[src/rtl/softmax_pkg.sv]
// Shared types and constants for the Softmax front stage.
package softmax_pkg;

  // Default signed element width on the input side.
  localparam int unsigned DefaultDataWidth = 8;

  // Front-stage control states: collect a vector, then replay it.
  typedef enum logic [0:0] {
    StLoad,
    StReplay
  } state_e;

  // (x - max) of two DW-bit signed values needs one extra bit.
  function automatic int unsigned diff_width(input int unsigned dw);
    return dw + 1;
  endfunction

endpackage

[src/rtl/softmax_vec_buf.sv]
// Vector buffer: Depth x Width register file, one sync write, one async read.
// Contents are not reset; every replayed entry is written before it is read.
module softmax_vec_buf
  import softmax_pkg::*;
#(
  parameter int unsigned Width = DefaultDataWidth,
  parameter int unsigned Depth = 16,
  parameter int unsigned AddrW = 4
) (
  input  logic             clk_i,
  input  logic             we_i,
  input  logic [AddrW-1:0] waddr_i,
  input  logic [Width-1:0] wdata_i,
  input  logic [AddrW-1:0] raddr_i,
  output logic [Width-1:0] rdata_o
);

  logic [Width-1:0] mem_q [Depth];

  // Synchronous write port.
  always_ff @(posedge clk_i) begin
    if (we_i) begin
      mem_q[waddr_i] <= wdata_i;
    end
  end

  assign rdata_o = mem_q[raddr_i];

endmodule

[src/rtl/softmax_max_sub.sv]
// Softmax front stage: buffers one score vector, tracks its signed maximum while
// loading, then replays every element as (x - max) so the exponent unit downstream
// only ever sees non-positive operands.
module softmax_max_sub
  import softmax_pkg::*;
#(
  parameter int unsigned DATA_WIDTH = DefaultDataWidth,
  parameter int unsigned VEC_LEN    = 16
) (
  input  logic                         clk,
  input  logic                         rst,
  input  logic                         in_valid,
  output logic                         in_ready,
  input  logic signed [DATA_WIDTH-1:0] in_data,
  input  logic                         in_last,
  output logic                         out_valid,
  input  logic                         out_ready,
  output logic signed [DATA_WIDTH:0]   out_data,
  output logic signed [DATA_WIDTH-1:0] out_max,
  output logic                         out_last
);

  localparam int unsigned CNT_W = (VEC_LEN > 1) ? $clog2(VEC_LEN) : 1;
  localparam int unsigned DiffW = diff_width(DATA_WIDTH);

  state_e                        state_q, state_d;
  logic [CNT_W-1:0]              wr_cnt_q, wr_cnt_d;
  logic [CNT_W-1:0]              rd_cnt_q, rd_cnt_d;
  logic [CNT_W-1:0]              last_idx_q, last_idx_d;
  logic signed [DATA_WIDTH-1:0]  run_max_q, run_max_d;
  logic signed [DATA_WIDTH-1:0]  out_max_q, out_max_d;
  logic                          out_valid_q, out_valid_d;
  logic signed [DiffW-1:0]       out_data_q, out_data_d;
  logic                          out_last_q, out_last_d;

  logic                          wr_en;
  logic [CNT_W-1:0]              rd_addr;
  logic [CNT_W-1:0]              rd_next;
  logic signed [DATA_WIDTH-1:0]  rd_data;
  logic signed [DATA_WIDTH-1:0]  max_new;
  logic signed [DATA_WIDTH-1:0]  first_elem;
  logic                          close_vec;

  // Sign-extend both operands before subtracting so the result cannot wrap.
  function automatic logic signed [DiffW-1:0] sub_max(
    input logic signed [DATA_WIDTH-1:0] x,
    input logic signed [DATA_WIDTH-1:0] m
  );
    logic signed [DiffW-1:0] xe;
    logic signed [DiffW-1:0] me;
    xe = DiffW'(x);
    me = DiffW'(m);
    return xe - me;
  endfunction

  softmax_vec_buf #(
    .Width(DATA_WIDTH),
    .Depth(VEC_LEN),
    .AddrW(CNT_W)
  ) u_vec_buf (
    .clk_i  (clk),
    .we_i   (wr_en),
    .waddr_i(wr_cnt_q),
    .wdata_i(in_data),
    .raddr_i(rd_addr),
    .rdata_o(rd_data)
  );

  assign in_ready  = (state_q == StLoad);
  assign rd_next   = rd_cnt_q + CNT_W'(1);
  // In LOAD the read port looks at entry 0 so the first replay beat is ready at close.
  assign rd_addr   = (state_q == StReplay) ? rd_next : '0;
  // First beat seeds the running max; ties keep the current value.
  assign max_new   = ((wr_cnt_q == '0) || (in_data > run_max_q)) ? in_data : run_max_q;
  // For a one-element vector entry 0 is being written this cycle, so bypass it.
  assign first_elem = (wr_cnt_q == '0) ? in_data : rd_data;
  assign close_vec = in_last || (wr_cnt_q == CNT_W'(VEC_LEN - 1));

  // Next-state logic: load/compare in LOAD, registered subtract-and-replay in REPLAY.
  always_comb begin
    state_d     = state_q;
    wr_cnt_d    = wr_cnt_q;
    rd_cnt_d    = rd_cnt_q;
    last_idx_d  = last_idx_q;
    run_max_d   = run_max_q;
    out_max_d   = out_max_q;
    out_valid_d = out_valid_q;
    out_data_d  = out_data_q;
    out_last_d  = out_last_q;
    wr_en       = 1'b0;

    case (state_q)
      StLoad: begin
        if (in_valid) begin
          wr_en     = 1'b1;
          run_max_d = max_new;
          wr_cnt_d  = wr_cnt_q + CNT_W'(1);
          if (close_vec) begin
            state_d     = StReplay;
            wr_cnt_d    = '0;
            rd_cnt_d    = '0;
            last_idx_d  = wr_cnt_q;
            out_max_d   = max_new;
            out_valid_d = 1'b1;
            out_data_d  = sub_max(first_elem, max_new);
            out_last_d  = (wr_cnt_q == '0);
          end
        end
      end
      StReplay: begin
        // out_valid is always high here, so out_ready alone completes a beat.
        if (out_ready) begin
          if (rd_cnt_q == last_idx_q) begin
            state_d     = StLoad;
            rd_cnt_d    = '0;
            out_valid_d = 1'b0;
            out_data_d  = '0;
            out_last_d  = 1'b0;
          end else begin
            rd_cnt_d   = rd_next;
            out_data_d = sub_max(rd_data, out_max_q);
            out_last_d = (rd_next == last_idx_q);
          end
        end
      end
      default: state_d = StLoad;
    endcase
  end

  // State and output registers; the buffer itself is not reset.
  always_ff @(posedge clk or posedge rst) begin
    if (rst) begin
      state_q     <= StLoad;
      wr_cnt_q    <= '0;
      rd_cnt_q    <= '0;
      last_idx_q  <= '0;
      run_max_q   <= '0;
      out_max_q   <= '0;
      out_valid_q <= 1'b0;
      out_data_q  <= '0;
      out_last_q  <= 1'b0;
    end else begin
      state_q     <= state_d;
      wr_cnt_q    <= wr_cnt_d;
      rd_cnt_q    <= rd_cnt_d;
      last_idx_q  <= last_idx_d;
      run_max_q   <= run_max_d;
      out_max_q   <= out_max_d;
      out_valid_q <= out_valid_d;
      out_data_q  <= out_data_d;
      out_last_q  <= out_last_d;
    end
  end

  assign out_valid = out_valid_q;
  assign out_data  = out_data_q;
  assign out_max   = out_max_q;
  assign out_last  = out_last_q;

endmodule

[config.mk]
export PLATFORM = sky130hd
export DESIGN_NAME = softmax_max_sub
export DESIGN_NICKNAME = d
export VERILOG_FILES = /design/src/rtl/softmax_pkg.sv /design/src/rtl/softmax_vec_buf.sv /design/src/rtl/softmax_max_sub.sv
export SDC_FILE = /design/constraint.sdc
export NUM_CORES = 1
export LEC_CHECK = 0
export CAP_MARGIN = 10
export CORE_MARGIN = 5
export CORE_UTILIZATION = 50
export CTS_CLUSTER_DIAMETER = 30
export DETAILED_ROUTE_END_ITERATION = 10
export PLACE_DENSITY_LB_ADDON = 0.05
export REMOVE_ABC_BUFFERS = 1
export SYNTH_ARGS = -nofsm -noshare
export SYNTH_HDL_FRONTEND = slang
export SYNTH_SLANG_ARGS = --single-unit
[constraint.sdc]
create_clock -name clk -period 3.65 [get_ports clk]
set_input_delay 0.5475 -clock clk [delete_from_list [all_inputs] [get_ports clk]]
set_output_delay 0.5475 -clock clk [all_outputs]
set_load 0.01 [all_outputs]
# Word level (Yosys, flattened, before mapping)
# Memories as Yosys holds them, arrays and structs flattened.
# Index checks and enable logic that the tools add are counted.
[totals] register_bits=40 mem_bits_rw=128 inputBits=13 output_inout_bits=20 elab_cells=63 n_memories=1
[op_classes] addsub=4 order_cmp=1 n_eq_ne=7 mux=33 bitwise=1 n_reduce_logical=7
[memory_table] name="u_vec_buf.mem_q" depth=16 width=8 read_ports=1 rd_ports_with_merged_regs=0 write_ports=1 line="softmax_vec_buf.sv:18" text="logic [Width-1:0] mem_q [Depth];"
[ops] operator="9-bit two-way mux" count=4
[ops] operator="4-bit two-way mux" count=6
[ops] operator="9-bit case mux with 2 select lines" count=1
[ops] operator="8-bit by 8-bit subtractor with 9-bit output" count=2
[ops] operator="1-bit two-way mux" count=16
[ops] operator="8-bit two-way mux" count=2
[ops] operator="4-bit by 1-bit adder with 4-bit output, second input constant" count=2
[ops] operator="4-bit == test" count=2
[ops] operator="8-bit > comparator" count=1
[ops] operator="4-bit case mux with 2 select lines" count=1
[ops] operator="1-bit case mux with 2 select lines" count=3
[ops] operator="3-bit AND reduction" count=2
[ops] operator="4-bit == test, second input constant" count=1
[ops] operator="4-bit logical NOT" count=1
[ops] operator="2-bit by 1-bit inequality test with 1-bit output, second input constant" count=2
[ops] operator="2-bit inequality test, second input constant" count=2
[ops] operator="4-bit AND reduction" count=1
[ops] operator="1-bit logical OR" count=2
[ops] operator="2-bit AND reduction" count=1
[ops] operator="1-bit inverter" count=1

# Logic depth before layout (Yosys ltp)
# An unclocked memory read counts as a cell.
[depth] ltp_word=8 mapped_depth=16 ltp_nobuf=16

# By module
# From an unflattened synthesis, not the netlist that was laid out.
[unflattened] cells_unflattened=547 area_unflattened_um2=7972.6
[by_module_without_submodules] module="softmax_vec_buf" n_inst=1 cells_each=221 area_each_um2=4987.3 seq_area_each_um2=3843.7
[by_module_without_submodules] module="softmax_max_sub" n_inst=1 cells_each=326 area_each_um2=2985.4 seq_area_each_um2=1001.0

# Worst setup path before layout
# OpenSTA, ideal clock, no wires.
[synth_timing] path_type="input to register" start="in in_data[5]" end="reg out_data_q[6], in the netlist out_data[6]" setup_ps=121 arrival_time_ps=3346 required_ps=3529 slack_ps=182 stages=14 n_path_buf=0 cell_sequence="ha_1 > a21o_1 > a211o_1 > o221a_2 > o21ai_0 > nand2_1 > ha_1 > fa_1 > nor2b_1 > o31a_1 > o21ai_0 > a21boi_0 > nor3_1 > o22a_1"
[synth_via] elab_chain_cells=7 elab_cells_between_ends=8 classes_between="add/sub: 1; order compare: 1; mux: 5; reduce/logical: 1"
[synth_rtl] element="start, declared" line="softmax_max_sub.sv:14" text="input logic signed [DATA_WIDTH-1:0] in_data,"
[synth_rtl] element="8-bit > comparator" line="softmax_max_sub.sv:74" text="assign max_new = ((wr_cnt_q == '0) || (in_data > run_max_q)) ? in_data : run_max_q;"
[synth_rtl] element="1-bit logical OR" line="softmax_max_sub.sv:74"
[synth_rtl] element="8-bit two-way mux" line="softmax_max_sub.sv:74"
[synth_rtl] element="net max_new[0]" line="softmax_max_sub.sv:40" text="logic signed [DATA_WIDTH-1:0] max_new;"
[synth_rtl] element="8-bit by 8-bit subtractor with 9-bit output" line="softmax_max_sub.sv:53" text="return xe - me;"
[synth_rtl] element="9-bit two-way mux" line="softmax_max_sub.sv:98" text="if (close_vec) begin"
[synth_rtl] element="9-bit two-way mux" line="softmax_max_sub.sv:94" text="if (in_valid) begin"
[synth_rtl] element="9-bit case mux with 2 select lines" line="softmax_max_sub.sv:92" text="case (state_q)"
[synth_rtl] element="end signal, assigned" line="softmax_max_sub.sv:150" text="out_data_q <= out_data_d;"
[synth_rtl] element="end, declared" line="softmax_max_sub.sv:33" text="logic signed [DiffW-1:0] out_data_q, out_data_d;"
# The timed path passes the listed nets, and every way through them passes these cells. The select of a mux whose other input is x is not followed.
# A chain may end at the register's enable or synchronous reset.

# Final worst setup path
[layout_timing] start="reg rd_cnt_q[1]" end="reg out_data_q[6], in the netlist out_data[6]"
[layout_via] elab_chain_cells=8 elab_cells_between_ends=12 classes_between="add/sub: 3; eq/ne: 1; mux: 7; memory: 1"
[layout_rtl] element="start, declared" line="softmax_max_sub.sv:28" text="logic [CNT_W-1:0] rd_cnt_q, rd_cnt_d;"
[layout_rtl] element="start signal, assigned" line="softmax_max_sub.sv:145" text="rd_cnt_q <= rd_cnt_d;"
[layout_rtl] element="4-bit by 1-bit adder with 4-bit output" line="softmax_max_sub.sv:70" text="assign rd_next = rd_cnt_q + CNT_W'(1);"
[layout_rtl] element="4-bit two-way mux" line="softmax_max_sub.sv:72" text="assign rd_addr = (state_q == StReplay) ? rd_next : '0;"
[layout_rtl] element="memory read 16 x 8 bit"
[layout_rtl] element="8-bit two-way mux" line="softmax_max_sub.sv:76" text="assign first_elem = (wr_cnt_q == '0) ? in_data : rd_data;"
[layout_rtl] element="8-bit by 8-bit subtractor with 9-bit output" line="softmax_max_sub.sv:53"
[layout_rtl] element="9-bit two-way mux" line="softmax_max_sub.sv:98"
[layout_rtl] element="9-bit two-way mux" line="softmax_max_sub.sv:94"
[layout_rtl] element="9-bit case mux with 2 select lines *" line="softmax_max_sub.sv:92"
# Every way passes the cells marked *; elsewhere a longest branch is shown, timed or not. The select of a mux whose other input is x is not followed.

==> metrics.txt <==
gr ovfl total 0; height of the die 138.2 um; core area 16000 um2; GPL Wtd Cong 0.8319; DP Wirelength roughly 14000 um; Finished Core Util 0.6171; Yosys top cell by area edfxtp_1; layout cell share with drive strength beyond 1 0.1784; CTS tree built; EDFF count, synth between 100 and 150; Hold Vio Cnt, Final 0; Reg2Reg Depth 16; starting density of the core 0.5135; Crit Reg-Reg Startpoint rd_cnt_q[1]$_DFFE_PP0P_; DR iter-0 viols 384; Post-DRT Antenna Nets 0; hold buffers post-CTS 0; most common cell in the synthesized netlist edfxtp_1; drt total wl around 20000 um; Synth top cells by count 128 x edfxtp_1, 44 x a21oi_1, 43 x nand2_1, 40 x dfrtp_1, 38 x nor2b_1; initial antenna violation count 0; wl on met1 approximately 9000 um; RSZ-0062 raised after global routing yes; CTS H-tree lvls 4; Clock Tree Buf Depth 2; CTS Buf Count 17; reg-to-reg slack, setup between 0.1 and 0.15 ns; Core Rows 46; Mapped Area 8217 um2; Top FF cell, synth edfxtp_1; Routed wire per std cell just under 20 um; final-stage net count 800; crit path kind register to register; Final Critical Period between 3 and 4 ns; leakage roughly 3.7 nW; Worst Setup Start Kind register; met2 wire length between 9000 and 10000 um; Slew Limit Fails 0; period utilisation layout 0.9625; Slew HR 0.5033; CP Max Fanout 34; cells after synthesis 667; Yosys top cell area share 0.4678; worst hold path class primary input to asynchronous set/reset pin; reg2reg end out_data[6]$_DFFE_PP0P_; clock-pin slew on the worst setup and hold paths 0.07 ns; Netlist cell types 61; first-pass GRT wire length between 30000 and 40000 um; Critical Path RT 3.96 ns; top cells by area, synth edfxtp_1 47%, dfrtp_1 12%, ha_1 4.4%; asr flop ratio synth 0.2381; Top Layer Used met4; measured slew at the worst slew-check pin approximately 0.74 ns; largest net degree at the start of global routing 65; antenna fix cells 0; average size of a mapped cell 12.32 um2; area grow syn2layout 20.16%; buffers added on ports 32; crit end category register; clock root cell clkbuf_16; Final Non-Filler Cells approximately 980; YS warnings 0; post-synthesis sequential area ratio 0.5896; PD cells about 920 nW/um2; io pins 33; clock sink total approximately 170; Post-Place Cells approximately 950; detailed-route via count 5594; final setup fails 0; status finished clean; Die ar. approximately 19000 um2; max_cap viols 0; Seq cells post-synth between 150 and 200; critical path arrival between 3 and 4 ns; Die X approximately 140 um; Clock Latency Late Sink approximately 0.43 ns; gr usage total 0.2083; Met3 Wirelength slightly above 800 um; DR pass1 iterations 4; peak supply drop around 540 uV; Final Skew just under 0.01 ns; number of global-route vias before repair 5536; DRC viols 0; Fmax between 200 and 300 MHz; DR vias/cell approximately 5.7; layout filler cell count around 1300
routing by layer:
metal | track usage | up-vias
met5 | 0 | -
met4 | 0.05720 | 0
met3 | 0.03759 | 18
met2 | 0.3392 | 125
met1 | 0.2900 | 2762
li1 | - | 2689
stage by stage:
step	area (um2)	TNS [ns]	total power, mW	worst slack [ns]	hold slack [ns]
floorplan	8048	-15.41	5.474	-2.070	0.4673
global placement	9203	-2.426	7.244	-0.5086	0.4784
detailed placement	9203	-2.812	7.332	-0.5861	0.4837
CTS	9772	0	9.083	0.005738	0.5000
global route	9873	-0.03049	9.782	-0.01721	0.3890
finish	9873	0	9.132	0.1367	0.3802
logic make-up (layout without fill, tap and decap cells):
logic type,count (synthesis),count (layout),share of synthesized area
DFF,168,168,0.5896
adders and majority gates,31,31,0.04903
AOI/OAI and AO/OA,172,172,0.1424
xor gates and xnor gates,12,12,0.01279
muxes,45,45,0.05619
and+or+nand+nor,185,185,0.1189
buffers and inverters,54,155,0.03106
worst max path at each step:
stage                                 start  slack (ns)  cells past startpoint                       to
floorplan           rd_cnt_q[0]$_DFFE_PP0P_       -2.07                     14  out_data[6]$_DFFE_PP0P_
global placement                 in_data[5]       -0.51                     15  out_data[6]$_DFFE_PP0P_
detailed placement               in_data[5]       -0.59                     15  out_data[6]$_DFFE_PP0P_
CTS                 rd_cnt_q[1]$_DFFE_PP0P_       0.006                     15  out_data[6]$_DFFE_PP0P_
global route        rd_cnt_q[1]$_DFFE_PP0P_       -0.02                     16  out_data[6]$_DFFE_PP0P_
finish              rd_cnt_q[1]$_DFFE_PP0P_        0.14                     16  out_data[6]$_DFFE_PP0P_
layout make-up:
| cell class | instances | area, um2 | share of cell area |
|---|---|---|---|
| repair buffers | 101 | 907.1 | 0.09188 |
| inverters | 23 | 86.33 | 0.008744 |
| clock inverters | 13 | 141.4 | 0.01432 |
| well taps | 216 | 270.3 | 0.02737 |
| flip-flops and latches | 168 | 4847 | 0.4909 |
| clock buffers | 18 | 429.2 | 0.04347 |
| multi-input cells | 445 | 3192 | 0.3233 |
where the power goes:
group | internal, mW | total [mW] | switching (mW) | leakage (nW)
sequential | 2.35 | 2.54 | 0.196 | 1.63
clock | 0.957 | 1.73 | 0.772 | 0.263
combinational | 2.28 | 4.86 | 2.58 | 1.78
total | 5.59 | 9.13 | 3.55 | 3.67
critical path: stages (launching register included):
cell and delay (ns):
dfrtp_1 0.39, ha_2 0.36, nand2_2 0.08, buf_12 0.18, buf_12 0.17, a21oi_1 0.13, nand2_1 0.07, and4_4 0.22
mux2_2 0.27, ha_1 0.20, fa_1 0.41, nor2b_2 0.15, o31a_1 0.17, o21ai_1 0.09, a21boi_1 0.22, nor3_1 0.07
o22a_1 0.17
registers in the layout, summed over array words and instances (netlist names):
name,cells
rd_cnt_q,4
state_q,1
out_valid,1
wr_cnt_q,4
out_last,1
out_max,8
last_idx_q,4
out_data,9
run_max_q,8
u_vec_buf.mem_q,128
what timing repair did:
item | CTS | global route
setup buffers | 0 | 1
setup endpoints to repair | 3 | 7
gates resized for setup | 4 | 18
pin swaps | 0 | 2
cell usage in the layout, fill, tap and decap left out, types with 4 or more instances in the layout:
cell / count
inv_6: 4
dfrtp_1: 38
o21ai_0: 28
nor2b_1: 34
a21oi_1: 40
inv_1: 22
buf_12: 4
a21oi_2: 4
nand2b_1: 7
nand2_2: 4
edfxtp_1: 128
clkinvlp_4: 5
and2_1: 16
mux2_2: 9
mux2i_1: 35
and3_1: 6
nor2_1: 34
nand2_1: 41
nand3_1: 16
a31oi_1: 16
a22oi_1: 12
clkbuf_16: 17
o21a_1: 5
buf_4: 64
clkdlybuf4s50_1: 31
a211oi_1: 34
xor2_1: 4
xnor2_1: 8
ha_1: 28
Power figures use the tool's default switching activity.
